**src/rtl/icache_refill_ctrl_if.sv**
```systemverilog
`default_nettype none
// ============================================================================
// Module      : icache_refill_ctrl_if
// Description : Fetch, cache-core and memory-side signals of the I-cache refill
//               engine. The master modport is the refill controller.
// Revision    : 1.0 - initial release
// ============================================================================
interface icache_refill_ctrl_if #(
    parameter int ASIZE = 32,
    parameter int DSIZE = 32,
    parameter int BBITS = 5
);
    localparam int c_BSIZE = 8 << BBITS;

    logic               fetch_req;
    logic [ASIZE-1:0]   fetch_addr;
    logic               hit;
    logic [ASIZE-1:0]   core_addr;
    logic               bwrite;
    logic [c_BSIZE-1:0] block_out;
    logic               stall;
    logic               mem_req;
    logic [ASIZE-1:0]   mem_addr;
    logic               mem_ack;
    logic [DSIZE-1:0]   mem_data;
    logic [15:0]        miss_count;

    modport master (
        input  fetch_req, fetch_addr, hit, mem_ack, mem_data,
        output core_addr, bwrite, block_out, stall, mem_req, mem_addr, miss_count
    );

    modport slave (
        output fetch_req, fetch_addr, hit, mem_ack, mem_data,
        input  core_addr, bwrite, block_out, stall, mem_req, mem_addr, miss_count
    );
endinterface
`default_nettype wire

```
**src/rtl/icache_refill_ctrl.sv**
```systemverilog
`default_nettype none
// ============================================================================
// Module      : icache_refill_ctrl
// Description : I-cache miss refill engine: stalls fetch, reads one line word by
//               word over req/ack, writes it to the core with one bwrite pulse.
//               Optional macro CRITICAL_WORD_FIRST_EN starts at the missed word.
// Revision    : 1.0 - initial release
// ============================================================================
module icache_refill_ctrl #(
    parameter int ASIZE = 32,
    parameter int DSIZE = 32,
    parameter int BBITS = 5
) (
    input  wire logic           CLK,
    input  wire logic           RESET,
    input  wire logic           SYS,
    icache_refill_ctrl_if.master bus
);
    localparam int c_BSIZE = 8 << BBITS;
    localparam int c_WORDS = c_BSIZE / DSIZE;
    localparam int c_CBITS = $clog2(c_WORDS);
    localparam logic [c_CBITS-1:0] c_LAST = c_CBITS'(c_WORDS - 1);

    typedef enum logic [1:0] {
        IDLE  = 2'd0,
        FILL  = 2'd1,
        WRITE = 2'd2,
        DONE  = 2'd3
    } state_t;

    state_t               r_state;
    state_t               w_state_nxt;
    logic [ASIZE-1:0]     r_miss_addr;
    logic [c_CBITS-1:0]   r_cnt;
    logic [c_CBITS-1:0]   r_start;
    logic [c_CBITS-1:0]   w_start;
    logic [c_CBITS-1:0]   w_word;
    logic [c_BSIZE-1:0]   r_block;
    logic [15:0]          r_miss_count;
    logic                 w_miss;
    logic                 w_ack;
    logic                 w_mem_req;
    logic                 w_bwrite;
    logic                 w_stall;
    logic [ASIZE-1:0]     w_core_addr;

    assign w_miss = (r_state == IDLE) & bus.fetch_req & ~bus.hit;
    assign w_ack  = (r_state == FILL) & bus.mem_ack;
    assign w_word = r_start + r_cnt;

`ifdef CRITICAL_WORD_FIRST_EN
    assign w_start = bus.fetch_addr[BBITS-1:2];
`else
    assign w_start = '0;
`endif

    always_ff @(posedge CLK) begin
        if (!RESET) begin
            r_state <= IDLE;
        end else if (SYS) begin
            r_state <= IDLE;
        end else begin
            r_state <= w_state_nxt;
        end
    end

    always_comb begin
        w_state_nxt = r_state;
        w_mem_req   = 1'b0;
        w_bwrite    = 1'b0;
        w_stall     = 1'b1;
        w_core_addr = r_miss_addr;
        case (r_state)
            IDLE: begin
                w_core_addr = bus.fetch_addr;
                w_stall     = w_miss;
                if (w_miss) begin
                    w_state_nxt = FILL;
                end
            end
            FILL: begin
                w_mem_req = 1'b1;
                if (w_ack && (r_cnt == c_LAST)) begin
                    w_state_nxt = WRITE;
                end
            end
            WRITE: begin
                w_bwrite    = 1'b1;
                w_state_nxt = DONE;
            end
            DONE: begin
                w_state_nxt = IDLE;
            end
            default: begin
                w_state_nxt = IDLE;
            end
        endcase
    end

    // Word 0 of the line sits in the most significant slot of the image.
    always_ff @(posedge CLK) begin
        if (!RESET) begin
            r_miss_addr  <= '0;
            r_cnt        <= '0;
            r_start      <= '0;
            r_block      <= '0;
            r_miss_count <= '0;
        end else if (SYS) begin
            r_miss_addr  <= '0;
            r_cnt        <= '0;
            r_start      <= '0;
            r_block      <= '0;
        end else begin
            if (w_miss) begin
                r_miss_addr <= bus.fetch_addr;
                r_cnt       <= '0;
                r_start     <= w_start;
                if (r_miss_count != 16'hFFFF) begin
                    r_miss_count <= r_miss_count + 16'd1;
                end
            end
            if (w_ack) begin
                r_cnt <= r_cnt + 1'b1;
                for (int w = 0; w < c_WORDS; w++) begin
                    if (w_word == c_CBITS'(w)) begin
                        r_block[c_BSIZE-1-w*DSIZE -: DSIZE] <= bus.mem_data;
                    end
                end
            end
        end
    end

    assign bus.core_addr  = w_core_addr;
    assign bus.bwrite     = w_bwrite;
    assign bus.block_out  = r_block;
    assign bus.stall      = w_stall;
    assign bus.mem_req    = w_mem_req;
    assign bus.mem_addr   = {r_miss_addr[ASIZE-1:BBITS], w_word, 2'b00};
    assign bus.miss_count = r_miss_count;

endmodule
`default_nettype wire
```
**src/flat_wrapper.sv**
```systemverilog
// flat-port wrapper written by rule: the top's interface ports become plain ports
module icache_refill_ctrl_flat 
#(
    parameter int ASIZE = 32,
    parameter int DSIZE = 32,
    parameter int BBITS = 5
)
  (CLK, RESET, SYS, bus_fetch_req, bus_fetch_addr, bus_hit, bus_mem_ack, bus_mem_data, bus_core_addr, bus_bwrite, bus_block_out, bus_stall, bus_mem_req, bus_mem_addr, bus_miss_count);
  icache_refill_ctrl_if #(.ASIZE(ASIZE), .DSIZE(DSIZE), .BBITS(BBITS)) bus_i ();
  input  wire logic CLK;
  input  wire logic RESET;
  input  wire logic SYS;
  input wire logic [$bits(bus_i.fetch_req)-1:0] bus_fetch_req;
  input wire logic [$bits(bus_i.fetch_addr)-1:0] bus_fetch_addr;
  input wire logic [$bits(bus_i.hit)-1:0] bus_hit;
  input wire logic [$bits(bus_i.mem_ack)-1:0] bus_mem_ack;
  input wire logic [$bits(bus_i.mem_data)-1:0] bus_mem_data;
  output wire logic [$bits(bus_i.core_addr)-1:0] bus_core_addr;
  output wire logic [$bits(bus_i.bwrite)-1:0] bus_bwrite;
  output wire logic [$bits(bus_i.block_out)-1:0] bus_block_out;
  output wire logic [$bits(bus_i.stall)-1:0] bus_stall;
  output wire logic [$bits(bus_i.mem_req)-1:0] bus_mem_req;
  output wire logic [$bits(bus_i.mem_addr)-1:0] bus_mem_addr;
  output wire logic [$bits(bus_i.miss_count)-1:0] bus_miss_count;
  assign bus_i.fetch_req = bus_fetch_req;
  assign bus_i.fetch_addr = bus_fetch_addr;
  assign bus_i.hit = bus_hit;
  assign bus_i.mem_ack = bus_mem_ack;
  assign bus_i.mem_data = bus_mem_data;
  assign bus_core_addr = bus_i.core_addr;
  assign bus_bwrite = bus_i.bwrite;
  assign bus_block_out = bus_i.block_out;
  assign bus_stall = bus_i.stall;
  assign bus_mem_req = bus_i.mem_req;
  assign bus_mem_addr = bus_i.mem_addr;
  assign bus_miss_count = bus_i.miss_count;
  icache_refill_ctrl #(.ASIZE(ASIZE), .DSIZE(DSIZE), .BBITS(BBITS)) u_core (.CLK(CLK), .RESET(RESET), .SYS(SYS), .bus(bus_i));
endmodule
```
**config.mk**
```make
export PLATFORM = sky130hd
export DESIGN_NAME = icache_refill_ctrl_flat
export DESIGN_NICKNAME = d
export VERILOG_FILES = /design/src/rtl/icache_refill_ctrl_if.sv /design/src/rtl/icache_refill_ctrl.sv /design/src/flat_wrapper.sv
export SDC_FILE = /design/constraint.sdc
export NUM_CORES = 1
export LEC_CHECK = 0
export CAP_MARGIN = 10
export CORE_MARGIN = 2
export CORE_UTILIZATION = 45
export DETAILED_ROUTE_END_ITERATION = 7
export DONT_BUFFER_PORTS = 1
export GPL_ROUTABILITY_DRIVEN = 0
export SYNTH_ARGS = -nofsm -noshare
export SYNTH_HDL_FRONTEND = slang
export SYNTH_SLANG_ARGS = --single-unit
```
**constraint.sdc**
```tcl
create_clock -name CLK -period 1.9 [get_ports CLK]
set_clock_uncertainty 0.05 [all_clocks]
set_input_delay 0.475 -clock CLK [delete_from_list [all_inputs] [get_ports CLK]]
set_output_delay 0.475 -clock CLK [all_outputs]
set_load 0.02 [all_outputs]
```
==> summary.md, run 1 <==
| Metric | Value |
|---|---|
| Max stage delay cell, worst path | `mux2_4` |
| Final period utilization | `1.25` |
| H-tree lvl count | `1` |
| IO Port Bufs | `0` |
| Setup WS post-layout | `-0.477 ns` |
| Top cells by area, synth | `dfxtp_1 52%, nand2_1 19%, a21oi_1 13%` |
| Max-slew headroom | `0.507` |
| Critical path class | `reg2out` |
| CTS tree | `yes` |
| CP peak stage delay | `0.34 ns` |
| Yosys top cell by area | `dfxtp_1` |
| CP cell instances | `inv_2 -> ha_4 -> buf_6 -> buf_12 -> buf_16 -> mux2_4` |
| Setup Viol. Count Final | `71` |
| Area Overhead vs Synth | `25.7%` |
| Tightest Pin Transition | `approximately 0.73 ns` |
| Synth cell types | `44` |
| Placeable Area | `0.0259 mm2` |
| Largest net degree at the start of global routing | `around 100` |
| Synth async-reset ratio | `0` |
| Worst R2R Start | `u_core.r_state[0]` |
| Root buffer cell | `clkbuf_16` |
| Leak | `5.00 nW` |
| Num rows | `a little under 60` |
| Full die area | `around 0.028 mm2` |
| R2R depth | `8` |
| Failing checks | `setup timing` |
| Initial antenna violation count | `0` |
| Crit path launch type | `flip-flop` |
| CTS buffer count | `31` |
| Initial Util | `0.456` |
| WHS Endpoint | `u_core.bus.miss_count[12]` |
| Filler Cells Inserted | `2301` |
| Total wire length | `39300 um` |
| Post-Syn Instances | `1510` |
| Die Width | `~170 um` |
| Number of hold violations in the final report | `0` |
| Syn_area_per_cell | `7.82 um2` |
| CP max FO | `8` |
| Layout cells sized above 1 | `0.159` |
| Worst vdd ir | `0.000913 V` |
| CTS sink count | `309` |
| Clk_lat worst skew | `0.56 ns` |
| Ys flop type | `dfxtp_1` |
| EDFF count, synth | `0` |
| Synth top cells by count | `596 x nand2_1, 309 x dfxtp_1, 298 x a21oi_1` |
| N_diodes | `0` |
| Reg clk slew, reported paths | `around 0.06 ns` |
| GRT Resource Usage Total | `0.262` |
| Yosys reg bits | `309` |
| Top-count cell post-synth | `nand2_1` |
| Top-area cell type share of the netlist area | `0.524` |
| Outcome | `finished with violations` |
| Placed wire-length estimate | `24600 um` |
| Minimum clock period | `2.38 ns` |
| Remaining Overflow, GRT | `0` |
| Crit path DAT | `1.85 ns` |
| Drt drc | `0` |
| Iteration-0 DRC Markers | `around 670` |
| Power Density | `931 mW/mm2` |
| Antenna viol nets, final | `0` |
| Vias in the first global route | `9918` |
| Post-synthesis cell area | `0.0118 mm2` |
| RSZ-0062 raised after global routing | `true` |
| Final nets | `1625` |
| First-pass GRT wire length | `58000 um` |
| Worst Path Required | `around 1.4 ns` |
| I/O pin total | `about 410` |
| Drt pass-1 iters | `5` |
| YS warnings | `0` |
| Setup crit end kind | `output port` |
| Max-Cap Viols | `0` |
| Utilization after layout | `0.573` |
| Die height | `166 um` |
| Hold_sp | `RESET` |
| Worst Hold Path Cells | `2` |
| Max clock buf depth | `3` |
| Max Fclk | `421 MHz` |
| Worst hold path class | `in2reg` |
| Design Power | `13.8 mW` |
| Worst R2R End | `u_core.bus.miss_count[8]` |
| Max-slew violation count | `0` |
| Sequential element share of the synthesized area | `0.524` |
| FF-to-FF setup slack | `-0.35 ns` |
| Via/cell ratio | `5.46` |
| Vias | `~10000` |
| Routed wire length per instance | `20.7 um` |
final cells by class:
cell class	instances	area, um2	share of cell area
Sequential cell	309	6200	0.417
Multi-Input combinational cell	1029	5270	0.355
Timing Repair Buffer	165	1860	0.125
Clock buffer	47	916	0.0617
Tap cell	335	419	0.0282
Clock inverter	9	153	0.0103
Inverter	9	33.8	0.00227
critical path, delay by kind of cell (launching register included):
family / cells / cell delay [ns]
buffers and inverters: 4 / 0.46
flip-flops: 1 / 0.33
multiplexers: 1 / 0.34
adder cells (fa/ha/maj): 1 / 0.15
layout by cell type (no fill, tap or decap), drive strengths merged, types with 2 or more instances in the layout:
master	synthesis	routed
a21oi	298	298
conb	1	2
and3	8	8
bufinv	0	4
nor2	11	11
a31oi	2	2
nand2	596	596
o21ai	2	2
nor4	3	3
inv	9	10
clkbuf	121	51
nand3	11	11
mux2i	5	5
dlygate4sd3	0	68
a211oi	3	3
nand2b	5	5
or4	5	5
nor3	8	8
o31ai	3	3
nand4	7	7
ha	10	10
or3	2	2
o41ai	2	2
clkinv	0	4
mux2	32	32
buf	42	93
dfxtp	309	309
routing by layer:
layer,track usage,vias to the layer above,wire [um]
met3,0.0851,92,3630
li1,-,4943,-
met1,0.312,4933,15400
met2,0.441,430,18700
met5,0,-,0
met4,0.103,0,1640
stage by stage:
stage / instances / area, um2 / setup TNS [ns] / hold WS (ns) / setup slack, ns
2_1_floorplan: 1511 / 11900 / -0.194 / 0.384 / -0.106
3_3_place_gp: 1757 / 12300 / -0.325 / 0.401 / -0.128
3_5_place_dp: 1757 / 12300 / -0.610 / 0.402 / -0.179
4_1_cts: 1893 / 14500 / -16.03 / 0.00154 / -0.472
5_1_grt: 1903 / 14900 / -21.32 / 0.00750 / -0.516
6_report: 1903 / 14900 / -17.55 / 0.0167 / -0.477
worst max-delay path by stage:
stage,startpoint,end
2_1_floorplan,bus_hit,u_core.bus.miss_count[8]
3_3_place_gp,u_core.r_state[1],u_core.bus.miss_count[14]
3_5_place_dp,u_core.r_state[1],u_core.bus.miss_count[14]
4_1_cts,u_core.r_state[1],bus_core_addr[10]
5_1_grt,u_core.r_state[1],bus_core_addr[17]
6_report,u_core.r_state[1],bus_core_addr[7]
cells by family (layout without fill, tap and decap cells):
family | after synthesis | in the layout | synth area share
and+or+nand+nor | 663 | 663 | 0.224
AOI/OAI and AO/OA | 317 | 317 | 0.139
DFF | 309 | 309 | 0.524
buffers and inverters | 173 | 230 | 0.0682
muxes | 37 | 37 | 0.0347
adders and majority gates | 10 | 10 | 0.0106
other | 1 | 2 | 0.000318
registers in the layout, summed over array words and instances, names as in the netlist:
register	flops
u_core.bus.block_out	256
u_core.r_miss_addr	32
u_core.bus.miss_count	16
u_core.r_cnt	3
u_core.r_state	2
timing repair:
item | in CTS | in global routing
setup endpoints to repair | 42 | 191
pin swaps | 14 | 12
buffers inserted | 11 | 4
endpoints found under the hold margin | 280 | 2
resized for setup | 70 | 45
hold buffers | 66 | 2
gates cloned | 4 | 5
power by group:
group	switching, mW	internal (mW)	total, mW
Clock	2.55	3.85	6.40
Sequential	0.0447	6.50	6.54
Combinational	0.513	0.370	0.883
(Power assumes the default switching activity.)
==> inputs of run 2 (changes only) <==
Settings changed: CTS_BUF_LIST set to sky130_fd_sc_hd__clkbuf_8.
==> summary.md, run 2 (same netlist as run 1, synthesis figures left out) <==
| Metric | Value |
|---|---|
| Outcome | `finished with violations` |
| Failing checks | `setup timing` |
| Iteration-0 DRC Markers | `around 730` |
| Max-Cap Viols | `0` |
| Hold_sp | `RESET` |
| FF-to-FF setup slack | `-0.39 ns` |
| Max reg flops | `256` |
| Max-slew violation count | `0` |
| Max Fclk | `421 MHz` |
| CP peak stage delay | `about 0.34 ns` |
| Sw power | `roughly 3.2 mW` |
| CP cell instances | `inv_2 -> ha_4 -> buf_6 -> buf_12 -> clkbuf_16 -> mux2_4` |
| Placeable Area | `~0.026 mm2` |
| Critical path class | `reg2out` |
| Most frequent cells in the layout | `582 x nand2_1, 303 x dfxtp_1, 282 x a21oi_1, 65 x dlygate4sd3_1, 62 x clkbuf_8` |
| Sequential Power Share | `0.500` |
| Setup Viol. Count Final | `68` |
| Die Width | `between 150 and 200 um` |
| Gate power share | `0.069` |
| Final nets | `roughly 1600` |
| R2R depth | `8` |
| WHS Endpoint | `u_core.bus.miss_count[1]` |
| CP max FO | `4` |
| Reg area | `around 0.0062 mm2` |
| First-pass GRT wire length | `57800 um` |
| Full die area | `roughly 0.028 mm2` |
| Root buffer cell | `clkbuf_8` |
| Power Density | `884 mW/mm2` |
| CTS tree | `yes` |
| Non-Filler Instances | `slightly below 2000` |
| Num rows | `59` |
| Max clock buf depth | `3` |
| Crit path DAT | `between 1.5 and 2 ns` |
| Vias in the first global route | `9959` |
| I/O pin total | `around 400` |
| Placed Cells | `1757` |
| Worst Hold Path Cells | `2` |
| Worst vdd ir | `about 0.00063 V` |
| Drt drc | `0` |
| Number of hold violations in the final report | `0` |
| Largest net degree at the start of global routing | `102` |
| Reg clk slew, reported paths | `0.06 ns` |
| Antenna viol nets, final | `0` |
| Worst path top cell family by delay | `buffers and inverters` |
| Die height | `166 um` |
| Worst R2R End | `u_core.bus.miss_count[8]` |
| Initial Util | `0.456` |
| Dpl ws | `-0.179 ns` |
| H-tree lvl count | `2` |
| Final instance area | `0.0148 mm2` |
| CTS buffer count | `51` |
| Clock Power Share | `0.431` |
| Area Overhead vs Synth | `25.5%` |
| Crit path launch type | `flip-flop` |
| Remaining Overflow, GRT | `0` |
| Setup WS post-layout | `-0.478 ns` |
| Clk_lat worst skew | `0.57 ns` |
| Post-DP Area | `0.0123 mm2` |
| Setup crit end kind | `output port` |
| Max stage delay cell, worst path | `mux2_4` |
| Via/cell ratio | `5.43` |
| Layout cells sized above 1 | `0.172` |
| Utilization after layout | `0.572` |
| Tightest Pin Transition | `0.594 ns` |
| CTS sink count | `309` |
| IO Port Bufs | `0` |
| WP buf/inv | `4` |
| Multi-input logic area | `0.00530 mm2` |
| Max-slew headroom | `0.601` |
| Total wire length | `39600 um` |
| Worst Path Required | `1.37 ns` |
| Sw frac | `0.242` |
| Worst R2R Start | `u_core.r_state[0]` |
| Filler Cells Inserted | `2326` |
| GRT Resource Usage Total | `0.263` |
| Drt pass-1 iters | `5` |
| Worst hold path class | `in2reg` |
| RSZ-0062 raised after global routing | `true` |
| N_diodes | `0` |
| Vias | `10500` |
| Commonest non-fill, non-tap cell in the layout | `nand2_1` |
| Minimum clock period | `2.38 ns` |
| Routed wire length per instance | `20.5 um` |
| Pint | `9.94 mW` |
| Final period utilization | `1.25` |
| Leak | `5.09 nW` |
| Initial antenna violation count | `0` |
| Placed wire-length estimate | `approximately 25000 um` |
## run 2: power groups by stage
stage / Sequential (mW) / Combinational (mW) / Clock, mW
2_1_floorplan: 6.67 / 0.472 / 0
5_1_grt: 6.55 / 0.943 / 6.05
4_1_cts: 6.55 / 0.805 / 5.76
3_3_place_gp: 6.69 / 0.452 / 0
3_5_place_dp: 6.69 / 0.456 / 0
6_report: 6.55 / 0.904 / 5.65
## run 2: worst register-to-register path: cells and delay by family, from the launching register on
family                     cells  cell delay [ns]
AOI/OAI and AO/OA              1             0.12
adders and majority gates      1             0.14
buffers and inverters          3             0.39
DFF                            1             0.32
and+or+nand+nor                3             1.21
## run 2: cell type report
| cell class | count | area share |
|---|---|---|
| Multi-Input combinational cell | 1029 | 0.358 |
| Timing Repair Buffer | 166 | 0.127 |
| Tap cell | 335 | 0.0283 |
| Clock buffer | 62 | 0.0576 |
| Sequential cell | 309 | 0.418 |
| Inverter | 9 | 0.00228 |
| Clock inverter | 24 | 0.00861 |
## run 2: worst max-delay path by stage
stage / start / end / depth (start not counted)
floorplan: bus_hit / u_core.bus.miss_count[8] / 5
global placement: u_core.r_state[1] / u_core.bus.miss_count[14] / 7
detailed placement: u_core.r_state[1] / u_core.bus.miss_count[14] / 7
CTS: u_core.r_state[1] / bus_core_addr[10] / 6
global route: u_core.r_state[0] / bus_core_addr[26] / 6
finish: u_core.r_state[0] / bus_core_addr[26] / 6
## run 2: routing by layer
| layer | GRT usage | vias up | part of all wire |
|---|---|---|---|
| li1 | - | 4988 | - |
| met1 | 0.307 | 4958 | 0.39 |
| met2 | 0.434 | 460 | 0.47 |
| met3 | 0.0956 | 100 | 0.097 |
| met4 | 0.116 | 0 | 0.041 |
| met5 | 0 | - | 0 |
## run 2: through the flow
stage               power (mW)  setup TNS, ns  hold WS, ns
floorplan                 7.14         -0.194        0.384
global placement          7.14         -0.325        0.401
detailed placement        7.14         -0.610        0.402
CTS                       13.1         -16.51      0.00965
global route              13.5         -22.32       0.0213
finish                    13.1         -17.39       0.0584
## run 2: timing repair
item / CTS / global route
pin swaps: 14 / 13
gates cloned: 4 / 6
resized for setup: 70 / 52
hold buffers: 65 / 0
endpoints found under the setup margin: 42 / 174
setup buffers: 11 / 6
endpoints found under the hold margin: 294 / 0
==> inputs of run 3 (changes only) <==
Settings changed: CTS_CLUSTER_SIZE set to 8.
==> summary.md, run 3 (same netlist as run 1, synthesis figures left out) <==
| Metric | Value |
|---|---|
| Vias | `10500` |
| Num rows | `59` |
| Grt peak-use layer | `met2` |
| CP max FO | `4` |
| Reg clk slew, reported paths | `0.06 ns` |
| Die height | `166 um` |
| Final nets | `between 1500 and 2000` |
| Commonest non-fill, non-tap cell in the layout | `nand2_1` |
| Remaining Overflow, GRT | `0` |
| CTS tree | `yes` |
| Antenna viol nets, final | `0` |
| Placeable Area | `0.0259 mm2` |
| Number of hold violations in the final report | `0` |
| First-pass GRT wire length | `a little under 60000 um` |
| Total wire length | `39500 um` |
| Area Overhead vs Synth | `25.5%` |
| Worst Path Required | `1.37 ns` |
| I/O pin total | `409` |
| Met1 Usage GRT | `0.307` |
| Max-slew headroom | `0.602` |
| Setup WS post-layout | `-0.478 ns` |
| CP cell instances | `inv_2 -> ha_4 -> buf_6 -> buf_12 -> clkbuf_16 -> mux2_4` |
| Clk_lat worst skew | `~0.57 ns` |
| Minimum clock period | `2.38 ns` |
| Largest net degree at the start of global routing | `102` |
| Outcome | `finished with violations` |
| CP peak stage delay | `0.34 ns` |
| Routed wire length per instance | `a little over 20 um` |
| Setup TNS | `-17.42 ns` |
| Setup crit end kind | `output port` |
| Max Fclk | `approximately 420 MHz` |
| Leak | `5.09 nW` |
| Power Density | `883 mW/mm2` |
| H-tree lvl count | `2` |
| Iteration-0 DRC Markers | `just over 700` |
| N_diodes | `0` |
| GRT met2 Usage | `0.434` |
| Max stage delay cell, worst path | `mux2_4` |
| Max-Cap Viols | `0` |
| Placed wire-length estimate | `between 20000 and 25000 um` |
| Final period utilization | `1.25` |
| Vias in the first global route | `9959` |
| CTS buffer count | `51` |
| Max-slew violation count | `0` |
| Worst path top cell family by delay | `buffers and inverters` |
| Full die area | `0.0276 mm2` |
| Max reg flops | `256` |
| Root buffer cell | `clkbuf_8` |
| Final instance area | `0.0148 mm2` |
| Most frequent cells in the layout | `582 x nand2_1, 303 x dfxtp_1, 282 x a21oi_1, 65 x dlygate4sd3_1, 62 x clkbuf_8` |
| Failing checks | `setup timing` |
| GRT Resource Usage Total | `0.263` |
| Layout cells sized above 1 | `0.172` |
| IO Port Bufs | `0` |
| Initial antenna violation count | `0` |
| Worst vdd ir | `0.000626 V` |
| Max clock buf depth | `3` |
| Grt met3 use | `0.0956` |
| Worst hold path class | `in2reg` |
| Post-DP Area | `around 0.012 mm2` |
| Crit path DAT | `1.85 ns` |
| Setup Viol. Count Final | `just under 70` |
| RSZ-0062 raised after global routing | `true` |
| Tightest Pin Transition | `about 0.59 ns` |
| Critical path class | `reg2out` |
| Drt drc | `0` |
| Via/cell ratio | `5.42` |
| CTS sink count | `309` |
| Die Width | `166 um` |
| Crit path launch type | `flip-flop` |
| Drt pass-1 iters | `5` |
| Initial Util | `0.456` |
| WP buf/inv | `4` |
## run 3: cell counts in the layout (fill, tap and decap cells not counted)
No cell type changed its count.
## run 3: final timing paths
check | slack, ns | endpoint | depth (start not counted) | start
min | 0.06 | u_core.bus.miss_count[1] | 2 | RESET
max reg2reg | -0.41 | u_core.bus.miss_count[8] | 8 | u_core.r_state[0]
min reg2reg | 0.42 | u_core.r_miss_addr[4] | 2 | u_core.r_miss_addr[4]
max | -0.48 | bus_core_addr[26] | 6 | u_core.r_state[0]
## run 3: cell type report
class / instances / area [um2]
Clock buffer: 62 / 853
Clock inverter: 24 / 128
Fill cell: 2326 / 11100
Inverter: 9 / 33.8
Multi-Input combinational cell: 1029 / 5300
Sequential cell: 309 / 6200
Tap cell: 335 / 419
Timing Repair Buffer: 166 / 1890
## run 3: per-layer routing
| layer | vias to the layer above | wire, um |
|---|---|---|
| li1 | 4985 | - |
| met1 | 4915 | 15300 |
| met2 | 476 | 18600 |
| met3 | 110 | 3890 |
| met4 | 0 | 1710 |
| met5 | - | 0 |
## run 3: power by group
group | switching, mW | internal (mW)
logic | 0.523 | 0.379
registers | 0.0448 | 6.50
clock network | 2.59 | 3.06
total | 3.15 | 9.94
## run 3: what timing repair did
| item | in CTS | in global routing |
|---|---|---|
| hold buffers | 65 | 0 |
| endpoints found under the hold margin | 294 | 0 |
| gates resized for setup | 70 | 52 |
| gates cloned | 4 | 6 |
| setup buffers | 11 | 6 |
| endpoints found under the setup margin | 42 | 174 |
| pin swaps | 14 | 13 |
## run 3: through the flow
step / hold slack [ns] / instances / util / power, mW / setup WS [ns]
after global routing: 0.0213 / 1934 / 0.572 / 13.5 / -0.524
after floorplan: 0.384 / 1511 / - / 7.14 / -0.106
after global placement: 0.401 / 1757 / 0.475 / 7.14 / -0.128
after CTS: 0.00965 / 1922 / 0.557 / 13.1 / -0.486
after detailed placement: 0.402 / 1757 / 0.475 / 7.14 / -0.179
final: 0.0589 / 1934 / 0.572 / 13.1 / -0.478
